File: src/rtl/serial_adder_ctrl_pkg.sv
// Shared definitions for the bit-serial arithmetic stages.
// Holds the sequencer state encoding used by every serial stage so that
// debug tooling and neighbouring blocks decode the state bits the same way.
package serial_adder_ctrl_pkg;

    typedef enum logic [1:0] {
        IDLE  = 2'd0,
        SHIFT = 2'd1,
        DONE  = 2'd2
    } sa_state_e;

endpackage : serial_adder_ctrl_pkg

File: src/rtl/serial_adder_ctrl_full_adder_str.sv
// Structural one-bit full adder built from two half-adder cells and an OR.
// Ports:
//   a, b, cin : input bits
//   s         : sum bit
//   cout      : carry out
module full_adder_str (
    input  logic a,
    input  logic b,
    input  logic cin,
    output logic s,
    output logic cout
);

    logic ha0_s;
    logic ha0_c;
    logic ha1_c;

    // half-adder cell 0: a + b
    assign ha0_s = a ^ b;
    assign ha0_c = a & b;

    // half-adder cell 1: partial sum + cin
    assign s     = ha0_s ^ cin;
    assign ha1_c = ha0_s & cin;

    // at most one of the two half-adder carries can be set
    assign cout  = ha0_c | ha1_c;

endmodule : full_adder_str

File: src/rtl/serial_adder_ctrl.sv
// Bit-serial WIDTH-bit adder. Operands are captured on an accepted start and
// consumed one bit pair per clock, LSB first, through a single full-adder
// cell. The result and carry-out are registered on the last shift edge and
// held until the next completion.
// Ports:
//   clk, rst   : clock, asynchronous active-high reset
//   start      : request, accepted in IDLE or DONE
//   a, b, cin  : operands and carry-in, captured on accepted start
//   busy       : high while shifting
//   done       : one-cycle pulse, sum/cout valid
//   sum, cout  : registered result
module serial_adder_ctrl
    import serial_adder_ctrl_pkg::*;
#(
    parameter int WIDTH = 8
) (
    input  logic             clk,
    input  logic             rst,
    input  logic             start,
    input  logic [WIDTH-1:0] a,
    input  logic [WIDTH-1:0] b,
    input  logic             cin,
    output logic             busy,
    output logic             done,
    output logic [WIDTH-1:0] sum,
    output logic             cout
);

    localparam int CW = $clog2(WIDTH);
    localparam logic [CW-1:0] CNT_LAST = CW'(WIDTH - 1);

    sa_state_e        state_q, state_d;
    logic [WIDTH-1:0] a_sr_q, a_sr_d;
    logic [WIDTH-1:0] b_sr_q, b_sr_d;
    logic [WIDTH-1:0] sum_sr_q, sum_sr_d;
    logic [WIDTH-1:0] sum_q, sum_d;
    logic             c_q, c_d;
    logic             cout_q, cout_d;
    logic [CW-1:0]    cnt_q, cnt_d;

    logic s_n;
    logic c_n;

    full_adder_str u_fa (
        .a    (a_sr_q[0]),
        .b    (b_sr_q[0]),
        .cin  (c_q),
        .s    (s_n),
        .cout (c_n)
    );

    always_comb begin
        state_d  = state_q;
        a_sr_d   = a_sr_q;
        b_sr_d   = b_sr_q;
        sum_sr_d = sum_sr_q;
        sum_d    = sum_q;
        c_d      = c_q;
        cout_d   = cout_q;
        cnt_d    = cnt_q;

        case (state_q)
            IDLE, DONE: begin
                // DONE behaves like IDLE for a new request, giving
                // back-to-back throughput of one op per WIDTH+1 cycles
                state_d = IDLE;
                if (start) begin
                    a_sr_d   = a;
                    b_sr_d   = b;
                    c_d      = cin;
                    cnt_d    = '0;
                    sum_sr_d = '0;
                    state_d  = SHIFT;
                end
            end
            SHIFT: begin
                sum_sr_d = {s_n, sum_sr_q[WIDTH-1:1]};
                a_sr_d   = {1'b0, a_sr_q[WIDTH-1:1]};
                b_sr_d   = {1'b0, b_sr_q[WIDTH-1:1]};
                c_d      = c_n;
                if (cnt_q == CNT_LAST) begin
                    // hold the counter on the last bit rather than wrap
                    sum_d   = {s_n, sum_sr_q[WIDTH-1:1]};
                    cout_d  = c_n;
                    state_d = DONE;
                end else begin
                    cnt_d = cnt_q + 1'b1;
                end
            end
            default: state_d = IDLE;
        endcase
    end

    always_ff @(posedge clk or posedge rst) begin
        if (rst) begin
            state_q  <= IDLE;
            a_sr_q   <= '0;
            b_sr_q   <= '0;
            sum_sr_q <= '0;
            sum_q    <= '0;
            c_q      <= 1'b0;
            cout_q   <= 1'b0;
            cnt_q    <= '0;
        end else begin
            state_q  <= state_d;
            a_sr_q   <= a_sr_d;
            b_sr_q   <= b_sr_d;
            sum_sr_q <= sum_sr_d;
            sum_q    <= sum_d;
            c_q      <= c_d;
            cout_q   <= cout_d;
            cnt_q    <= cnt_d;
        end
    end

    assign busy = (state_q == SHIFT);
    assign done = (state_q == DONE);
    assign sum  = sum_q;
    assign cout = cout_q;

endmodule : serial_adder_ctrl
File: config.mk
export PLATFORM = sky130hd
export DESIGN_NAME = serial_adder_ctrl
export DESIGN_NICKNAME = d
export VERILOG_FILES = /design/src/rtl/serial_adder_ctrl_pkg.sv /design/src/rtl/serial_adder_ctrl_full_adder_str.sv /design/src/rtl/serial_adder_ctrl.sv
export SDC_FILE = /design/constraint.sdc
export NUM_CORES = 1
export LEC_CHECK = 0
export CAP_MARGIN = 0
export CELL_PAD_IN_SITES_DETAIL_PLACEMENT = 0
export CELL_PAD_IN_SITES_GLOBAL_PLACEMENT = 1
export CORE_MARGIN = 4
export CORE_UTILIZATION = 47
export DETAILED_ROUTE_END_ITERATION = 16
export GPL_ROUTABILITY_DRIVEN = 0
export PLACE_DENSITY_LB_ADDON = 0.15
export SYNTH_ARGS = -nofsm -noshare
export SYNTH_HDL_FRONTEND = slang
export SYNTH_SLANG_ARGS = --single-unit
File: constraint.sdc
create_clock -name clk -period 4.01 [get_ports clk]
set_input_delay 0.802 -clock clk [delete_from_list [all_inputs] [get_ports clk]]
set_output_delay 0.802 -clock clk [all_outputs]
set_load 0.05 [all_outputs]
==> results of run 1 <==
[power by group]
group | switching, uW | internal, uW
clock network | 133 | 174
registers | 154 | 540
logic | 358 | 352
[metal layers]
metal | vias up | wire [um] | GRT usage, % | part of all wire [%]
met5 | - | 0 | 0 | 0
met4 | 0 | 57 | 5.43 | 1.6
met3 | 6 | 171 | 5.20 | 4.7
met2 | 24 | 1710 | 23.9 | 46
met1 | 616 | 1730 | 20.1 | 47
li1 | 608 | - | - | -
[worst min-delay path by stage]
| stage | from | endpoint | cells past startpoint | slack, ps |
|---|---|---|---|---|
| 2_1_floorplan | b_sr_q[7] | b_sr_q[7] | 2 | 500 |
| 3_3_place_gp | sum[6] | sum[6] | 1 | 490 |
| 3_5_place_dp | sum[3] | sum[3] | 1 | 510 |
| 4_1_cts | sum[3] | sum[3] | 1 | 520 |
| 5_1_grt | sum[4] | sum[4] | 1 | 530 |
| 6_report | sum[2] | sum[2] | 1 | 520 |
[stage by stage]
stage | total power (uW) | area (um^2) | setup WS (ps) | utilization [%]
floorplan | 1240 | 2030 | 1800 | -
global placement | 1390 | 2320 | 1320 | 56.7
detailed placement | 1420 | 2320 | 1280 | 56.7
CTS | 1740 | 2430 | 956 | 59.4
global route | 1830 | 2430 | 776 | 59.4
finish | 1710 | 2430 | 989 | 59.4
[cell usage in the layout, fill, tap and decap left out]
cell and instances:
dfrtp_1 38, nand2b_1 6, a21o_1 1, nand3b_1 3
nor3b_1 1, o31ai_1 2, clkbuf_8 8, nand2_1 2
a311o_1 1, fa_1 1, nand3_1 2, o211ai_1 1
nor2_2 1, or4bb_1 1, or3b_1 1, ha_1 2
nor2b_1 3, mux2_4 9, o21ai_0 2, buf_4 4
clkdlybuf4s50_1 30, o221ai_1 1, or4b_1 1, o211a_1 1
inv_1 4, mux2i_1 57
[kinds of logic (layout without fill, tap and decap cells)]
group	count (synthesis)	in the layout
AOI/OAI and AO/OA	9	9
adders and majority gates	3	3
DFF	38	38
muxes	66	66
and+or+nand+nor	21	21
buffers and inverters	15	46
[flip-flops by register name, indices dropped and copies added (netlist names)]
signal    count
cnt_q         3
state_q       2
cout          1
sum_sr_q      7
a_sr_q        8
c_q           1
sum           8
b_sr_q        8
[worst reg2reg max path: cells and delay by family, from the launching register on]
family           cells  cell delay [ps]
multiplexers         1              510
flip-flops           1              800
AND/OR/NAND/NOR      1              660
[cell type report]
type                       count  area, um^2  area share (%)
timing repair buffer          34         330            13.6
tap                           50        62.6            2.58
inverter                       4        15.0           0.618
sequential                    38         951            39.2
clock buffer                   8         110            4.53
multi-input combinational     99         960            39.5
==> reports/metrics.cfg, run 1 <==
[setup_path]
start_kind=register
cp_max_fo=22
worst-setup-path-type=reg2out
r2r-end=sum[1]
rrSetupSlack_ps=1930
critical_path.top_delay_family=buffers and inverters
rr_startpoint=state_q[0]
critPathBufInv=1
worstSetupEndpointType=output port
crit_slowest_cell=clkdlybuf4s50_1
cp_num_cells=2
cp_slowest_stage_delay_ps=840
crit_chain=nor2b_1, clkdlybuf4s50_1
critPathLaunch=state_q[0]
required_ps=3210
cp-endpoint=busy
reg2regPathDepth=2
critPathArrivalTime_ps=2220

[global_route]
grtUsageTotal_pct=15.5
grt_pass1_wl_um=6370
first_global_vias=1323
antenna_found_initial=0
grt_overflow=0
grt_max_degree=39

[cts]
clock_sinks=38
path_clk_slew_ps=80
cts_hold_buf=0
clk_latency_ps=290
cts_root_buf=clkbuf_8
post_cts_buffers=0
numCtsBuffers=5
h-tree-depth=2
cts_tree=built
cts_buffer_depth=2
cts.repair.resized=0

[layout]
num_antenna_cells=0
num-fill-cells=328
area_growth_pct=19.6
drive_above_1_share_pct=12.0
fin_cells=233
final_nets=205

[status]
outcome=finished clean

[synthesis]
synth-adder-area-share_pct=2.22
yosys_register_bits=38
avgSynthCellArea_um2=13.4
synth_common_cells=mux2i_1, dfrtp_1, mux2_4
synth_top_family_by_area=multiplexers
synth_area_leaders=dfrtp_1, mux2i_1, mux2_4, buf_4, nand2b_1
yosysUniqueCellTypes=28
synth_nets=175
synthArstFlopShare_pct=100
synth.area.mux_share_pct=34.8
synth-simple-area-share_pct=6.90
synth_compound_area_share_pct=3.39
synth_top_flop_cell=dfrtp_1
synth_top_area_cell=dfrtp_1
synth_edf_count=0
syn_area_um2=2030
ys_warn_count=0
yosysMostFrequentCell=mux2i_1
synth_xor_area_share_pct=0
netlist_instances=152
yosysTopAreaCellShare_pct=46.8
seq_area_frac_synth_pct=46.8

[detailed_routing]
routed_wl_um=3670
viasPerCell=5.38
drc_errors=0
dr.pass1.iters=3
routedWlPerCell_um=15.8
drt_iter0_markers=35
dr_total_vias=1254
ant_nets=0

[power]
leakagePower_uw=0.00116
vdd_drop_max_mv=0.318
power.density_nw_per_um2=704

[timing]
final.setup.tns_ps=0
final_hold_viol_count=0
max_slew_margin_pct=48.3
finalMaxSlewViolations=0
fin_skew_ps=5.67
max_freq_ghz=0.331
rsz0062_at_grt=no
setup_viol=0
tightest_slew_ps=773
finalCriticalPeriod_ps=3020
hold_slack_ps=522
period_share_pct=75.3

[die]
dieWidth_um=73.7
die_y_um=73.7
ios=31
start_util_pct=49.7
row_count=23
core_um2=4090
die-area_um2=5440

[place]
dp.final_hpwl_um=2520
portBuffers=30
place_inst=225

[hold_path]
hold_path.class=reg2reg

[run]
cap_viol_max_count=0

Power figures use the tool's default switching activity.
==> run 2: changes to the inputs <==
--- a/config.mk
+++ b/config.mk
@@ -9,7 +9,7 @@
 export CELL_PAD_IN_SITES_DETAIL_PLACEMENT = 0
 export CELL_PAD_IN_SITES_GLOBAL_PLACEMENT = 1
 export CORE_MARGIN = 4
-export CORE_UTILIZATION = 47
+export CORE_UTILIZATION = 43
 export DETAILED_ROUTE_END_ITERATION = 16
 export GPL_ROUTABILITY_DRIVEN = 0
 export PLACE_DENSITY_LB_ADDON = 0.15
==> constraint.sdc (replaced) <==
create_clock -name clk -period 3 [get_ports clk]
set_input_delay 0.6 -clock clk [delete_from_list [all_inputs] [get_ports clk]]
set_output_delay 0.6 -clock clk [all_outputs]
set_load 0.05 [all_outputs]
==> run 2 against run 1 <==
Worst setup slack worse by 130 ps. Design area down 0.36%. Hold slack worse by 7.0 ps. Clock power up 17%. Core utilization down 5.3 points. Total power up 32%. Clock-buffer cell count down 1. Non-clock buffer count unchanged. Critical path depth unchanged. Sequential power up 31%. Clock skew up 2.9 ps. Cell count up 0.86%. Critical path type unchanged. Largest cell class unchanged. Highest routed layer unchanged.
==> reports/metrics.cfg, run 2 (synthesis results as in run 1) <==
[status]
outcome=finished clean

[run]
cap_viol_max_count=0

[die]
die_y_um=76.7
die-area_um2=5890
ios=31
row_count=24
start_util_pct=45.4
core_um2=4470
dieWidth_um=76.7

[detailed_routing]
drt_iter0_markers=101
ant_nets=0
routed_wl_um=3800
viasPerCell=5.43
routedWlPerCell_um=16.2
drc_errors=0
dr_total_vias=1277
dr.pass1.iters=4

[layout]
mostFrequentLayoutCells=mux2i_1, dfrtp_1, clkdlybuf4s50_1, mux2_4
drive_above_1_share_pct=12.6
final_nets=205
layout_commonest_cell=mux2i_1
area_growth_pct=19.2
fin_cells=235
num_antenna_cells=0

[global_route]
antenna_found_initial=0
first_global_vias=1395
grtUsageTotal_pct=14.1
grt_max_degree=39
grt_pass1_wl_um=6610
grt_overflow=0

[setup_path]
crit_chain=nor2b_1, buf_12
worstSetupEndpointType=output port
cp_slowest_stage_delay_ps=690
critPathArrivalTime_ps=1540
worst-setup-path-type=reg2out
reg2regPathDepth=4
required_ps=2400
cp_max_fo=17
crit_slowest_cell=dfrtp_1
start_kind=register

[cts]
clk_latency_ps=290
cts.repair.resized=0
path_clk_slew_ps=60
cts_buffer_depth=2
numCtsBuffers=5
cts_hold_buf=0
post_cts_buffers=0
h-tree-depth=2
cts_tree=built
cts_root_buf=clkbuf_8
clock_sinks=38

[timing]
max_slew_margin_pct=50.7
final.setup.tns_ps=0
fin_skew_ps=8.57
tightest_slew_ps=737
finalCriticalPeriod_ps=2140
finalMaxSlewViolations=0
rsz0062_at_grt=no
hold_slack_ps=515
max_freq_ghz=0.467
final_hold_viol_count=0
setup_viol=0
period_share_pct=71.4

[hold_path]
hold_depth=1
hold_path.class=reg2reg

[place]
portBuffers=30
dp.final_hpwl_um=2510
place_inst=227

[power]
vdd_drop_max_mv=0.456
leakagePower_uw=0.00116
power.density_nw_per_um2=934

[run 2: per-stage QoR]
step           setup WS (ps)  power, uW  utilization, %  instance area, um^2
2_1_floorplan            991       1650               -                 2030
3_3_place_gp            1060       1870            52.0                 2330
3_5_place_dp            1030       1920            52.0                 2330
4_1_cts                  846       2290            54.1                 2420
5_1_grt                  749       2420            54.1                 2420
6_report                 857       2260            54.1                 2420
[run 2: final cells by class]
type                    count  area [um^2]
clock buffers               7         86.3
well taps                  52         65.1
multi-input cells          99          960
repair buffers             34          338
clock inverters             1         5.00
inverters                   4         15.0
flip-flops and latches     38          951
fillers                   387         2050
[run 2: path summary, 6_finish.rpt]
path / startpoint / endpoint / slack (ps)
setup reg to reg: cnt_q[0] / cout / 1060
max in group asynchronous: rst / sum[0] / 1940
hold / removal: sum[0] / sum[0] / 510
hold reg to reg: sum[0] / sum[0] / 510
setup / recovery: state_q[0] / busy / 860
min in group asynchronous: rst / sum[3] / 710
[run 2: worst max-delay path, delay by kind of cell (launching register included)]
family	cells	cell delay (ps)
buffers and inverters	1	190
and+or+nand+nor	1	380
DFF	1	690
[run 2: routing by layer]
metal	global-route usage [%]	wire length, um	vias up
met4	7.07	72	0
met5	0	0	-
met1	17.3	1780	639
li1	-	-	607
met2	23.0	1820	24
met3	3.63	124	7
[run 2: report_power, final]
group	switching (uW)	leakage (uW)	internal, uW	total [uW]
clock network	174	0.0000482	185	360
registers	189	0.000486	723	912
logic	503	0.000629	485	989
